===== config.mk =====
export PLATFORM = sky130hd
export DESIGN_NAME = lcd_write_sequencer
export DESIGN_NICKNAME = d
export VERILOG_FILES = /design/src/rtl/lcd_write_sequencer.sv
export SDC_FILE = /design/constraint.sdc
export NUM_CORES = 1
export LEC_CHECK = 0
export ABC_CLOCK_PERIOD_IN_PS = 5310
export CORE_MARGIN = 3
export CORE_UTILIZATION = 40
export CTS_CLUSTER_SIZE = 30
export DETAILED_ROUTE_END_ITERATION = 10
export SYNTH_ARGS = -nofsm -noshare
export SYNTH_HDL_FRONTEND = slang
export SYNTH_SLANG_ARGS = --single-unit

===== constraint.sdc =====
create_clock -name clock -period 5.31 [get_ports clock]
set_clock_uncertainty 0.05 [all_clocks]
set_input_delay 1.062 -clock clock [delete_from_list [all_inputs] [get_ports clock]]
set_output_delay 1.062 -clock clock [all_outputs]
set_load 0.005 [all_outputs]

===== src/rtl/lcd_write_sequencer.sv =====
// Write-only sequencer for an 8-bit HD44780-style character LCD: runs the power-up init
// sequence, then turns each accepted byte into setup, enable pulse and busy-wait phases.
module lcd_write_sequencer #(
  parameter int unsigned POWERUP_CYC    = 750000,
  parameter int unsigned SETUP_CYC      = 4,
  parameter int unsigned EN_HIGH_CYC    = 12,
  parameter int unsigned CMD_WAIT_CYC   = 2500,
  parameter int unsigned CLEAR_WAIT_CYC = 82000
) (
  input  logic       clock,
  input  logic       reset_n,
  input  logic       wr_valid,
  output logic       wr_ready,
  input  logic       wr_rs,
  input  logic [7:0] wr_data,
  output logic       init_done,
  output logic       lcd_bl,
  output logic       lcd_en,
  output logic       lcd_rs,
  output logic       lcd_rw,
  output logic [7:0] lcd_db
);

  localparam int unsigned Max01 = (POWERUP_CYC > SETUP_CYC) ? POWERUP_CYC : SETUP_CYC;
  localparam int unsigned Max23 = (EN_HIGH_CYC > CMD_WAIT_CYC) ? EN_HIGH_CYC : CMD_WAIT_CYC;
  localparam int unsigned Max03 = (Max01 > Max23) ? Max01 : Max23;
  localparam int unsigned MaxCyc = (Max03 > CLEAR_WAIT_CYC) ? Max03 : CLEAR_WAIT_CYC;
  localparam int unsigned CntW = (MaxCyc > 2) ? $clog2(MaxCyc) : 1;

  typedef logic [CntW-1:0] cnt_t;

  localparam cnt_t PowerupLast = cnt_t'(POWERUP_CYC - 1);
  localparam cnt_t SetupLast   = cnt_t'(SETUP_CYC - 1);
  localparam cnt_t EnHighLast  = cnt_t'(EN_HIGH_CYC - 1);
  localparam cnt_t CmdLast     = cnt_t'(CMD_WAIT_CYC - 1);
  localparam cnt_t ClearLast   = cnt_t'(CLEAR_WAIT_CYC - 1);
  localparam logic [2:0] InitLast = 3'd6;

  typedef enum logic [2:0] {
    StPowerup,
    StSetup,
    StEnHigh,
    StWait,
    StIdle
  } state_e;

  function automatic logic [7:0] init_rom(input logic [2:0] idx);
    case (idx)
      3'd0, 3'd1, 3'd2, 3'd3: init_rom = 8'h38;
      3'd4:                   init_rom = 8'h0C;
      3'd5:                   init_rom = 8'h01;
      default:                init_rom = 8'h06;
    endcase
  endfunction

  state_e     state_q, state_d;
  cnt_t       cnt_q, cnt_d;
  logic [2:0] idx_q, idx_d;
  logic       rs_q, rs_d;
  logic [7:0] db_q, db_d;
  logic       en_q, en_d;
  logic       ready_q, ready_d;
  logic       done_q, done_d;
  logic       is_clear;
  cnt_t       wait_last;

  // Clear and return-home commands need the long busy wait.
  assign is_clear  = !rs_q && ((db_q == 8'h01) || (db_q == 8'h02) || (db_q == 8'h03));
  assign wait_last = is_clear ? ClearLast : CmdLast;

  always_comb begin
    state_d = state_q;
    cnt_d   = cnt_q + cnt_t'(1);
    idx_d   = idx_q;
    rs_d    = rs_q;
    db_d    = db_q;
    en_d    = en_q;
    ready_d = ready_q;
    done_d  = done_q;
    unique case (state_q)
      StPowerup: begin
        if (cnt_q == PowerupLast) begin
          state_d = StSetup;
          cnt_d   = '0;
          idx_d   = 3'd0;
          rs_d    = 1'b0;
          db_d    = init_rom(3'd0);
        end
      end
      StSetup: begin
        if (cnt_q == SetupLast) begin
          state_d = StEnHigh;
          cnt_d   = '0;
          en_d    = 1'b1;
        end
      end
      StEnHigh: begin
        if (cnt_q == EnHighLast) begin
          state_d = StWait;
          cnt_d   = '0;
          en_d    = 1'b0;
        end
      end
      StWait: begin
        if (cnt_q == wait_last) begin
          cnt_d = '0;
          if (done_q) begin
            state_d = StIdle;
            ready_d = 1'b1;
          end else if (idx_q == InitLast) begin
            state_d = StIdle;
            ready_d = 1'b1;
            done_d  = 1'b1;
          end else begin
            state_d = StSetup;
            idx_d   = idx_q + 3'd1;
            rs_d    = 1'b0;
            db_d    = init_rom(idx_q + 3'd1);
          end
        end
      end
      StIdle: begin
        cnt_d = '0;
        if (wr_valid && ready_q) begin
          state_d = StSetup;
          ready_d = 1'b0;
          rs_d    = wr_rs;
          db_d    = wr_data;
        end
      end
      default: begin
        state_d = StPowerup;
        cnt_d   = '0;
      end
    endcase
  end

  always_ff @(posedge clock or negedge reset_n) begin
    if (!reset_n) begin
      state_q <= StPowerup;
      cnt_q   <= '0;
      idx_q   <= 3'd0;
      rs_q    <= 1'b0;
      db_q    <= 8'h00;
      en_q    <= 1'b0;
      ready_q <= 1'b0;
      done_q  <= 1'b0;
    end else begin
      state_q <= state_d;
      cnt_q   <= cnt_d;
      idx_q   <= idx_d;
      rs_q    <= rs_d;
      db_q    <= db_d;
      en_q    <= en_d;
      ready_q <= ready_d;
      done_q  <= done_d;
    end
  end

  assign wr_ready  = ready_q;
  assign init_done = done_q;
  assign lcd_bl    = done_q;
  assign lcd_en    = en_q;
  assign lcd_rs    = rs_q;
  assign lcd_rw    = 1'b0;
  assign lcd_db    = db_q;

endmodule


Word level (Yosys, flattened, before mapping)
Index checks and enable logic that the tools add are counted.
- muxes and demuxes: 42
- add/sub/neg operators: 2
- reductions and logical operators: 18
- eq/ne operators: 25
- operators with widths (kind ; count):
    $mux W20 ; 4
    $pmux W20 S4 ; 1
    $mux W8 ; 5
    $mux W3 ; 11
    $pmux W8 S3 ; 1
    $add A20 B1 Y20 const B ; 1
    $eq A20 B17 Y1 ; 1
    $eq A20 B2 Y1 const B ; 1
    $eq A20 B20 Y1 const B ; 1
    $eq A20 B4 Y1 const B ; 1
    $pmux W6 S3 ; 1
    $mux W17 ; 1
    $eq A8 B2 Y1 const B ; 2
    $pmux W3 S5 ; 1
    $ne A2 B2 Y1 const B ; 7
    $mux W1 ; 13
    $eq A3 B2 Y1 const B ; 4
    $eq A3 B3 Y1 const B ; 4
    $reduce_and A5 Y1 ; 2
    $eq A8 B1 Y1 const B ; 1
    $eq A3 B1 Y1 const B ; 2
    $logic_not A3 Y1 ; 2
    $pmux W3 S2 ; 1
    $reduce_and A6 Y1 ; 1
    13 further kinds ; 18
- output and inout bits: 14
- bits of input ports: 12
- flip-flop bits (word level): 38

Depth between registers and ports, before layout
Gate-level depths: netlist of the first run.
- depth in word-level cells: 8
- gate-level depth with buffers: 9

Worst setup path after synthesis of the first run
No wires, ideal clock.
- kind: reg-to-reg
- from: register cnt_q[7]
- to: register db_q[0] (netlist: lcd_db[0])
- buffers on the path: 0
- clock period less this slack: 2.292 ns
- setup slack: 3.018 ns
- arrival time: 2.117 ns
- required time: 5.135 ns
- cell stages (with the launch flop): 6
- library setup time: 0.125 ns
- cells stage by stage: dfrtp_1 > or4b_1 > or4_4 > a21oi_4 > o21ai_4 > mux2_4
- cells in the longest elaborated chain, start to end: 3
- RTL lines (element ; RTL line ; RTL):
    from (decl) ; 57 ; cnt_t cnt_q, cnt_d;
    from (signal assigned) ; 150 ; cnt_q <= cnt_d;
    $eq A20 B17 Y1 or $eq A20 B20 Y1 (tied branches) ; 105, 82 ;
    $ne A2 B2 Y1 (no line) ; -- ;
    $reduce_and A6 Y1 (no line) * ; -- ;
    to (signal assigned) ; 144 ; db_q <= 8'h00;
    to (signal assigned) ; 153 ; db_q <= db_d;
    to (decl) ; 60 ; logic [7:0] db_q, db_d;
Every way passes the cells marked *; elsewhere a longest branch is shown, timed or not.
A chain may end at the register's enable or synchronous reset.

Final worst setup path of the first run
- from: register cnt_q[0]
- to: register cnt_q[17]
- cells in the longest elaborated chain, start to end: 3
- RTL lines (element ; RTL line ; RTL):
    $add A20 B1 Y20 (tied with other cells) ; 73 ; cnt_d = cnt_q + cnt_t'(1);
    $mux W20, on equally long branches ; -- ;
    $pmux W20 S4 * ; 80 ; unique case (state_q)
    net cnt_d[17] ; 57 ;
The timed path passes the listed nets; every way through them passes the cells marked *.

==> results of run 1 <==
path summary, 6_finish.rpt:
| kind | from | endpoint | slack, ps | cells after the start |
|---|---|---|---|---|
| setup reg to reg | cnt_q[0]$_DFF_PN0_ | cnt_q[17]$_DFF_PN0_ | 2470 | 7 |
| setup / recovery | cnt_q[0]$_DFF_PN0_ | cnt_q[17]$_DFF_PN0_ | 2470 | 7 |
| hold reg to reg | cnt_q[0]$_DFF_PN0_ | cnt_q[0]$_DFF_PN0_ | 440 | 1 |
| hold / removal | cnt_q[0]$_DFF_PN0_ | cnt_q[0]$_DFF_PN0_ | 440 | 1 |
| min in group asynchronous | reset_n | cnt_q[4]$_DFF_PN0_ | 820 | 1 |
| max in group asynchronous | reset_n | cnt_q[18]$_DFF_PN0_ | 3870 | 1 |
critical path, delay by kind of cell, from the launching register on:
family | cells | cell delay (ps)
DFF | 1 | 390
adders and majority gates | 1 | 230
and+or+nand+nor | 4 | 1490
AOI/OAI and AO/OA | 2 | 540
logic make-up (layout without fill, tap and decap cells):
family / count (synthesis) / count (layout)
compound gates: 36 / 36
buf+inv: 21 / 43
fa+ha+maj: 7 / 7
simple gates: 105 / 105
xor+xnor: 19 / 19
other cells: 1 / 1
flops: 38 / 38
mux: 6 / 6
per-stage QoR:
step                      area, um^2   util  cells
after floorplan                 2190      -    233
after global placement          2460  0.473    318
after detailed placement        2460  0.473    318
after CTS                       2540  0.488    325
after global routing            2540  0.488    325
final                           2540  0.488    325
power by group through the flow:
stage	registers, mW	clock network, mW	logic (mW)
floorplan	0.297	0	0.00267
global placement	0.297	0	0.0191
detailed placement	0.297	0	0.0188
CTS	0.292	0.193	0.0189
global route	0.291	0.201	0.0201
finish	0.292	0.182	0.0181
per-layer routing:
layer / part of all wire / GRT usage
met4: 0.019 / 0.0659
met3: 0.045 / 0.0406
met1: 0.47 / 0.200
met5: 0 / 0
met2: 0.46 / 0.249
synthesized netlist by cell type (2+ instances only):
master	n	area (um^2)
buf_2	3	15.0
a22o_2	3	30.0
and3_1	4	25.0
nand2b_1	4	25.0
ha_1	7	87.6
or3_1	2	12.5
nor4_1	8	50.1
nand2_1	22	82.6
nor2b_1	2	12.5
inv_1	12	45.0
clkbuf_1	4	15.0
mux2i_1	3	30.0
nand3_1	8	40.0
nand4_1	5	31.3
buf_4	2	15.0
a21oi_1	3	15.0
o31a_1	2	17.5
xor2_1	6	52.6
o21a_1	2	15.0
nor3_1	7	35.0
o211a_1	2	20.0
or2_2	2	12.5
dfrtp_1	38	951
mux2_4	3	45.0
o31ai_1	3	22.5
or4_1	3	22.5
nor2_1	30	113
xnor2_1	13	114
o21ai_0	9	45.0
area by class of cell:
cell class | count | area share
clock buffers | 7 | 0.0300
inverters | 12 | 0.0177
multi-input cells | 174 | 0.451
flip-flops and latches | 38 | 0.374
well taps | 70 | 0.0345
repair buffers | 24 | 0.0926
state kept, by name, indices dropped and copies added (netlist names):
signal and count:
idx_q 3, wr_ready 1, state_q 3, cnt_q 20
lcd_db 8, lcd_rs 1, init_done 1, lcd_en 1
==> metrics.yaml, run 1 <==
vias: 1711
status: "complete, no violations"
cp-end-kind: "register"
finalCriticalPeriod_ps: 2840
drive_above_1_share: 0.0745
hold_class: "register to register"
place_ws_ps: 2460
first_pass_iters: 4
die_h_um: 79.9
cts_root_buf: "clkbuf_8"
syn2layout_area_growth_pct: 16.2
p_switching_mw: 0.101
core_um2: 5200
tritoncts: "yes"
synth_area_um2: 2190
hold_viol_final: 0
cp_data_required_time_ps: 5390
start_util: 0.420
dpl.hpwl_um: 3410
grt_pass1_wl_um: 7850
synth_xor_area_frac: 0.0761
hold_buffers: 0
clockBufferDepth: 2
cts_buffers: 5
worst_slack_ps: 2470
crit_type: "register to register"
synth-edff-count: 0
io_pins: 26
fp-row-count: 26
multiInputGateArea_um2: 1140
synth_top_family_by_area: "simple AND/OR/NAND/NOR gates"
cts_htree_levels: 2
power.density_nw_per_um2: 194
cts_resized: 0
cp_max_fo: 22
power_frac_seq: 0.593
slew_headroom: 0.354
die_w_um: 79.9
tns_ps: 0
antenna_found_initial: 0
gr-total-overflow: 0
syn-instance-count: 233
nFillCells: 507
clkTransAtPathRegs_ps: 70
worst_setup_path_start_kind: "register"
post_cts_buffers: 0
synthAdderAreaFrac: 0.0401
layout_commonest_cell: "dfrtp_1"
fin_crit_sh: 0.536
fmax_mhz: 352
combPwrFrac: 0.037
synthArstFlopShare: 1.00
syn-num-nets: 252
crit_chain: "ha_1, nand3_1, or4_1, o211a_1, a31o_1, nor2_2, nor2_1"
synth_seq_area_share: 0.435
portBuffers: 24
p_clk_frac: 0.370
critical_path.max_stage_delay_ps: 680
irDropWorstVdd_mv: 0.156
hold_slack_ps: 439
final_cell_mix: "dfrtp_1 (38), nor2_1 (30), clkdlybuf4s50_1 (23)"
yosysWarnings: 0
synth_compound_area_frac: 0.128
yosys-mux-area-fraction: 0.0343
nets: 274
cap_violations: 0
synth_cell_types: 50
synth-simple-area-share: 0.243
swShare: 0.206
drv_slew: 0
synthFlopType: "dfrtp_1"
seqCellArea_um2: 951
via_per_inst: 5.26
setup_violations: 0
tightest_slew_ps: 954
drc: 0
rsz0062_at_grt: "no"
internal-power_mw: 0.391
slowest_stage: "nor2_2"
grt.total_usage: 0.156
die_area_um2: 6390
grt_start_max_net_pins: 39
wl_per_cell_um: 14.1
p_leak_nw: 1.10
avgSynthCellArea_um2: 9.38
clock_sinks: 38
power_mw: 0.492
drt_wl_total_um: 4570
first_global_vias: 1699
ys_seq_elements: 38
drt_iter0_drc: 93
antenna_left: 0
gp_congestion: 0.847
critPathArrivalTime_ps: 2930
antenna_cells: 0
worstSkewPairLatency_ps: 290
(Power assumes the default switching activity.)
==> run 2: changes to the inputs <==
- ABC_CLOCK_PERIOD_IN_PS: 5310 -> 2900
- clock period: 5.31 -> 2.9 ns (I/O delays scaled with it)
==> metrics.yaml, run 2 (synthesized netlist as in run 1, its figures left out) <==
status: "complete, no violations"
largest_reg_flops: 20
cts_resized: 0
wl_per_cell_um: 14.7
clkTransAtPathRegs_ps: 80
fp-row-count: 26
instances_no_fill: 329
dpl.hpwl_um: 3500
grt_start_max_net_pins: 39
antenna_found_initial: 0
nFillCells: 504
finalCriticalPeriod_ps: 2490
io_pins: 26
grt_pass1_wl_um: 8050
post_cts_buffers: 0
crit_chain: "ha_1, nor3b_1, nand3_1, or4_1, a31o_1, or3_1, o211a_1"
multiInputGateArea_um2: 1140
core_um2: 5200
drive_above_1_share: 0.0927
dp_cells: 321
critical_path.max_stage_delay_ps: 500
clockBufferDepth: 2
p_leak_nw: 1.13
first_global_vias: 1649
clock_sinks: 38
cts_htree_levels: 2
start_util: 0.420
die_h_um: 79.9
final_cell_mix: "dfrtp_1 (38), nor2_1 (30), clkdlybuf4s50_1 (23)"
via_per_inst: 5.29
cp_max_fo: 5
hold_buffers: 0
fin_crit_sh: 0.859
layout_commonest_cell: "dfrtp_1"
critPathArrivalTime_ps: 2630
grt.total_usage: 0.163
power.density_nw_per_um2: 369
tritoncts: "yes"
antenna_left: 0
largest-register: "cnt_q"
seqCellArea_um2: 951
drv_slew: 0
antenna_cells: 0
hold_slack_ps: 332
drt_iter0_drc: 78
gp_congestion: 0.804
worst_setup_path_start_kind: "register"
drt_wl_total_um: 4830
vias: 1740
fmax_mhz: 401
die_w_um: 79.9
dpl_cell_area_um2: 2490
cts_root_buf: "clkbuf_8"
tns_ps: 0
cp-end-kind: "register"
hold_class: "primary input to asynchronous set/reset pin"
cap_violations: 0
slowest_stage: "or4_1"
worstSkewPairLatency_ps: 300
irDropWorstVdd_mv: 0.203
first_pass_iters: 5
nets: 277
crit_type: "register to register"
hold_viol_final: 0
die_area_um2: 6390
slew_headroom: 0.440
syn2layout_area_growth_pct: 17.9
portBuffers: 24
rsz0062_at_grt: "no"
fin_area_um2: 2580
setup_violations: 0
finalCoreUtilization: 0.495
drc: 0
cts_buffers: 5
gr-total-overflow: 0
cp_data_required_time_ps: 3040
reg2reg_depth: 7
tightest_slew_ps: 840
## run 2: changes by cell type in the layout (fill, tap and decap cells not counted)
cell	delta
buf_4	+3
clkbuf_1	-1
clkbuf_8	+1
clkinv_2	+1
## run 2: critical path: cells and delay by family (launching register included)
| family | cells | cell delay, ps |
|---|---|---|
| flip-flops | 1 | 390 |
| adder cells (fa/ha/maj) | 1 | 210 |
| AND/OR/NAND/NOR | 4 | 1320 |
| AO/OA/AOI/OAI | 2 | 430 |
## run 2: power breakdown
| part | internal (mW) | switching, mW | total [mW] |
|---|---|---|---|
| combinational | 0.0183 | 0.0149 | 0.0332 |
| clock | 0.192 | 0.193 | 0.385 |
| sequential | 0.532 | 0.00192 | 0.534 |
| total | 0.742 | 0.210 | 0.952 |
## run 2: metrics by stage
step                      total power, mW  worst slack (ps)
after floorplan                     0.549               608
after global placement              0.579               483
after detailed placement            0.578               404
after CTS                           0.961               391
after global routing                0.987               264
final                               0.952               409
## run 2: metal layers
layer | GRT usage | routed length (um) | up-vias
met1 | 0.210 | 2240 | 834
li1 | - | - | 866
met3 | 0.0316 | 168 | 9
met4 | 0.0709 | 108 | 0
met2 | 0.264 | 2310 | 31
met5 | 0 | 0 | -
## run 2: worst paths after layout
| kind | from | end | slack, ps |
|---|---|---|---|
| setup / recovery | cnt_q[0]$_DFF_PN0_ | state_q[0]$_DFFE_PN0P_ | 410 |
| hold / removal | reset_n | lcd_db[7]$_DFFE_PN0P_ | 330 |
| setup reg to reg | cnt_q[0]$_DFF_PN0_ | state_q[0]$_DFFE_PN0P_ | 410 |
| hold reg to reg | cnt_q[0]$_DFF_PN0_ | cnt_q[0]$_DFF_PN0_ | 440 |
| max in group asynchronous | reset_n | cnt_q[7]$_DFF_PN0_ | 1940 |
| min in group clock | cnt_q[0]$_DFF_PN0_ | cnt_q[0]$_DFF_PN0_ | 440 |
## run 2: final cells by class
cell class	count	area share
multi-input cells	174	0.444
flip-flops and latches	38	0.369
repair buffers	27	0.100
well taps	70	0.0340
clock buffers	7	0.0335
inverters	12	0.0175
clock inverters	1	0.00194
==> run 3: changes to the inputs <==
- CTS_BUF_LIST: unset -> sky130_fd_sc_hd__clkbuf_4 sky130_fd_sc_hd__clkbuf_8
- REMOVE_ABC_BUFFERS: unset -> 1
==> metrics.yaml, run 3 (synthesized netlist as in run 1, its figures left out) <==
critPathArrivalTime_ps: 2670
setup_violations: 0
cap_violations: 0
status: "complete, no violations"
worst_setup_path_start_kind: "register"
drt_wl_total_um: 4700
cts_root_buf: "clkbuf_8"
final_cell_mix: "dfrtp_1 (38), nor2_1 (30), clkdlybuf4s50_1 (23)"
nets: 276
core_um2: 5200
reg2reg_depth: 8
antenna_left: 0
grt_start_max_net_pins: 39
instances_no_fill: 328
worstReg2RegStart: "cnt_q[0]$_DFF_PN0_"
dpl.hpwl_um: 3490
p_leak_nw: 1.13
power_frac_seq: 0.555
die_w_um: 79.9
cp_max_fo: 20
hold_buffers: 0
first_pass_iters: 4
fin_crit_sh: 0.876
post_cts_buffers: 0
power.density_nw_per_um2: 374
first_global_vias: 1698
cp-end-kind: "register"
rrSetupSlack_ps: 360
fmax_mhz: 394
fp-row-count: 26
cp_data_required_time_ps: 3030
crit_chain: "ha_1, nand3_1, or4_1, o211a_1, a31o_1, nor2_2, buf_4, nor2_1"
portBuffers: 24
layout_commonest_cell: "dfrtp_1"
wl_met3_um: 170
die_h_um: 79.9
dp_cells: 320
p_switching_mw: 0.210
cts_resized: 0
internal-power_mw: 0.751
slowest_stage: "or4_1"
syn2layout_area_growth_pct: 17.7
cts_htree_levels: 2
via_per_inst: 5.24
combPwrFrac: 0.035
vias: 1719
die_area_um2: 6390
tns_ps: 0
p_clk_frac: 0.411
drt_iter0_drc: 105
largest-register: "cnt_q"
irDropWorstVdd_mv: 0.240
dpl_cell_area_um2: 2480
startpoint: "cnt_q[0]$_DFF_PN0_"
worstReg2RegEnd: "cnt_q[11]$_DFF_PN0_"
rsz0062_at_grt: "no"
grt.total_usage: 0.165
crit_path_end: "cnt_q[11]$_DFF_PN0_"
highest_layer: "met4"
nFillCells: 498
wl_met1_um: 2330
gp_congestion: 0.816
clock_sinks: 38
power_mw: 0.962
clockBufferDepth: 2
drv_slew: 0
antenna_cells: 0
gr-total-overflow: 0
drive_above_1_share: 0.0930
clkTransAtPathRegs_ps: 80
antenna_found_initial: 0
tightest_slew_ps: 926
swShare: 0.219
slew_headroom: 0.373
drc: 0
largest_reg_flops: 20
crit_type: "register to register"
tritoncts: "yes"
hold_viol_final: 0
cts_buffers: 5
grt_pass1_wl_um: 8180
io_pins: 26
fin_area_um2: 2570
critical_path.max_stage_delay_ps: 530
worstSkewPairLatency_ps: 300
route.met2.wl_um: 2140
start_util: 0.420
wl_per_cell_um: 14.3
hold_class: "primary input to asynchronous set/reset pin"
finalCriticalPeriod_ps: 2540
-- run 3: changes by cell type in the layout (fill, tap and decap cells not counted) --
cell	change
buf_4	-1
clkbuf_4	+1
clkbuf_1	-1
-- run 3: worst max-delay path, delay by kind of cell (launching register included) --
family	cells	cell delay, ps
AND/OR/NAND/NOR	4	940
adder cells (fa/ha/maj)	1	230
buffers and inverters	1	260
flip-flops	1	400
AO/OA/AOI/OAI	2	530
-- run 3: stage by stage --
stage	utilization	setup WS (ps)	hold slack, ps
floorplan	-	465	234
global placement	0.476	382	426
detailed placement	0.476	357	436
CTS	0.494	342	378
global route	0.494	44.6	411
finish	0.494	360	335
-- run 3: power groups by stage --
stage,clock (mW),sequential [mW],combinational (mW)
2_1_floorplan,0,0.544,0.00391
3_3_place_gp,0,0.544,0.0344
3_5_place_dp,0,0.544,0.0346
4_1_cts,0.401,0.533,0.0346
5_1_grt,0.428,0.534,0.0373
6_report,0.395,0.533,0.0333
-- run 3: how the worst min path moves through the flow --
stage | end | slack, ps | cells after the start
after floorplan | cnt_q[0]$_DFF_PN0_ | 230 | 0
after global placement | cnt_q[0]$_DFF_PN0_ | 430 | 1
after detailed placement | cnt_q[0]$_DFF_PN0_ | 440 | 1
after CTS | lcd_en$_DFFE_PN0P_ | 380 | 1
after global routing | lcd_db[6]$_DFFE_PN0P_ | 410 | 1
final | lcd_en$_DFFE_PN0P_ | 330 | 1
-- run 3: layout make-up --
| class | count | area (um^2) | share of cell area |
|---|---|---|---|
| multi-input cells | 174 | 1140 | 0.445 |
| clock buffers | 7 | 90.1 | 0.0350 |
| repair buffers | 26 | 250 | 0.0972 |
| clock inverters | 1 | 5.00 | 0.00194 |
| inverters | 12 | 45.0 | 0.0175 |
| well taps | 70 | 87.6 | 0.0340 |
| flip-flops and latches | 38 | 951 | 0.369 |
-- run 3: routing by layer --
layer	vias to the layer above	GRT usage
met5	-	0
met3	6	0.0406
li1	865	-
met2	26	0.263
met1	822	0.221
met4	0	0.0473
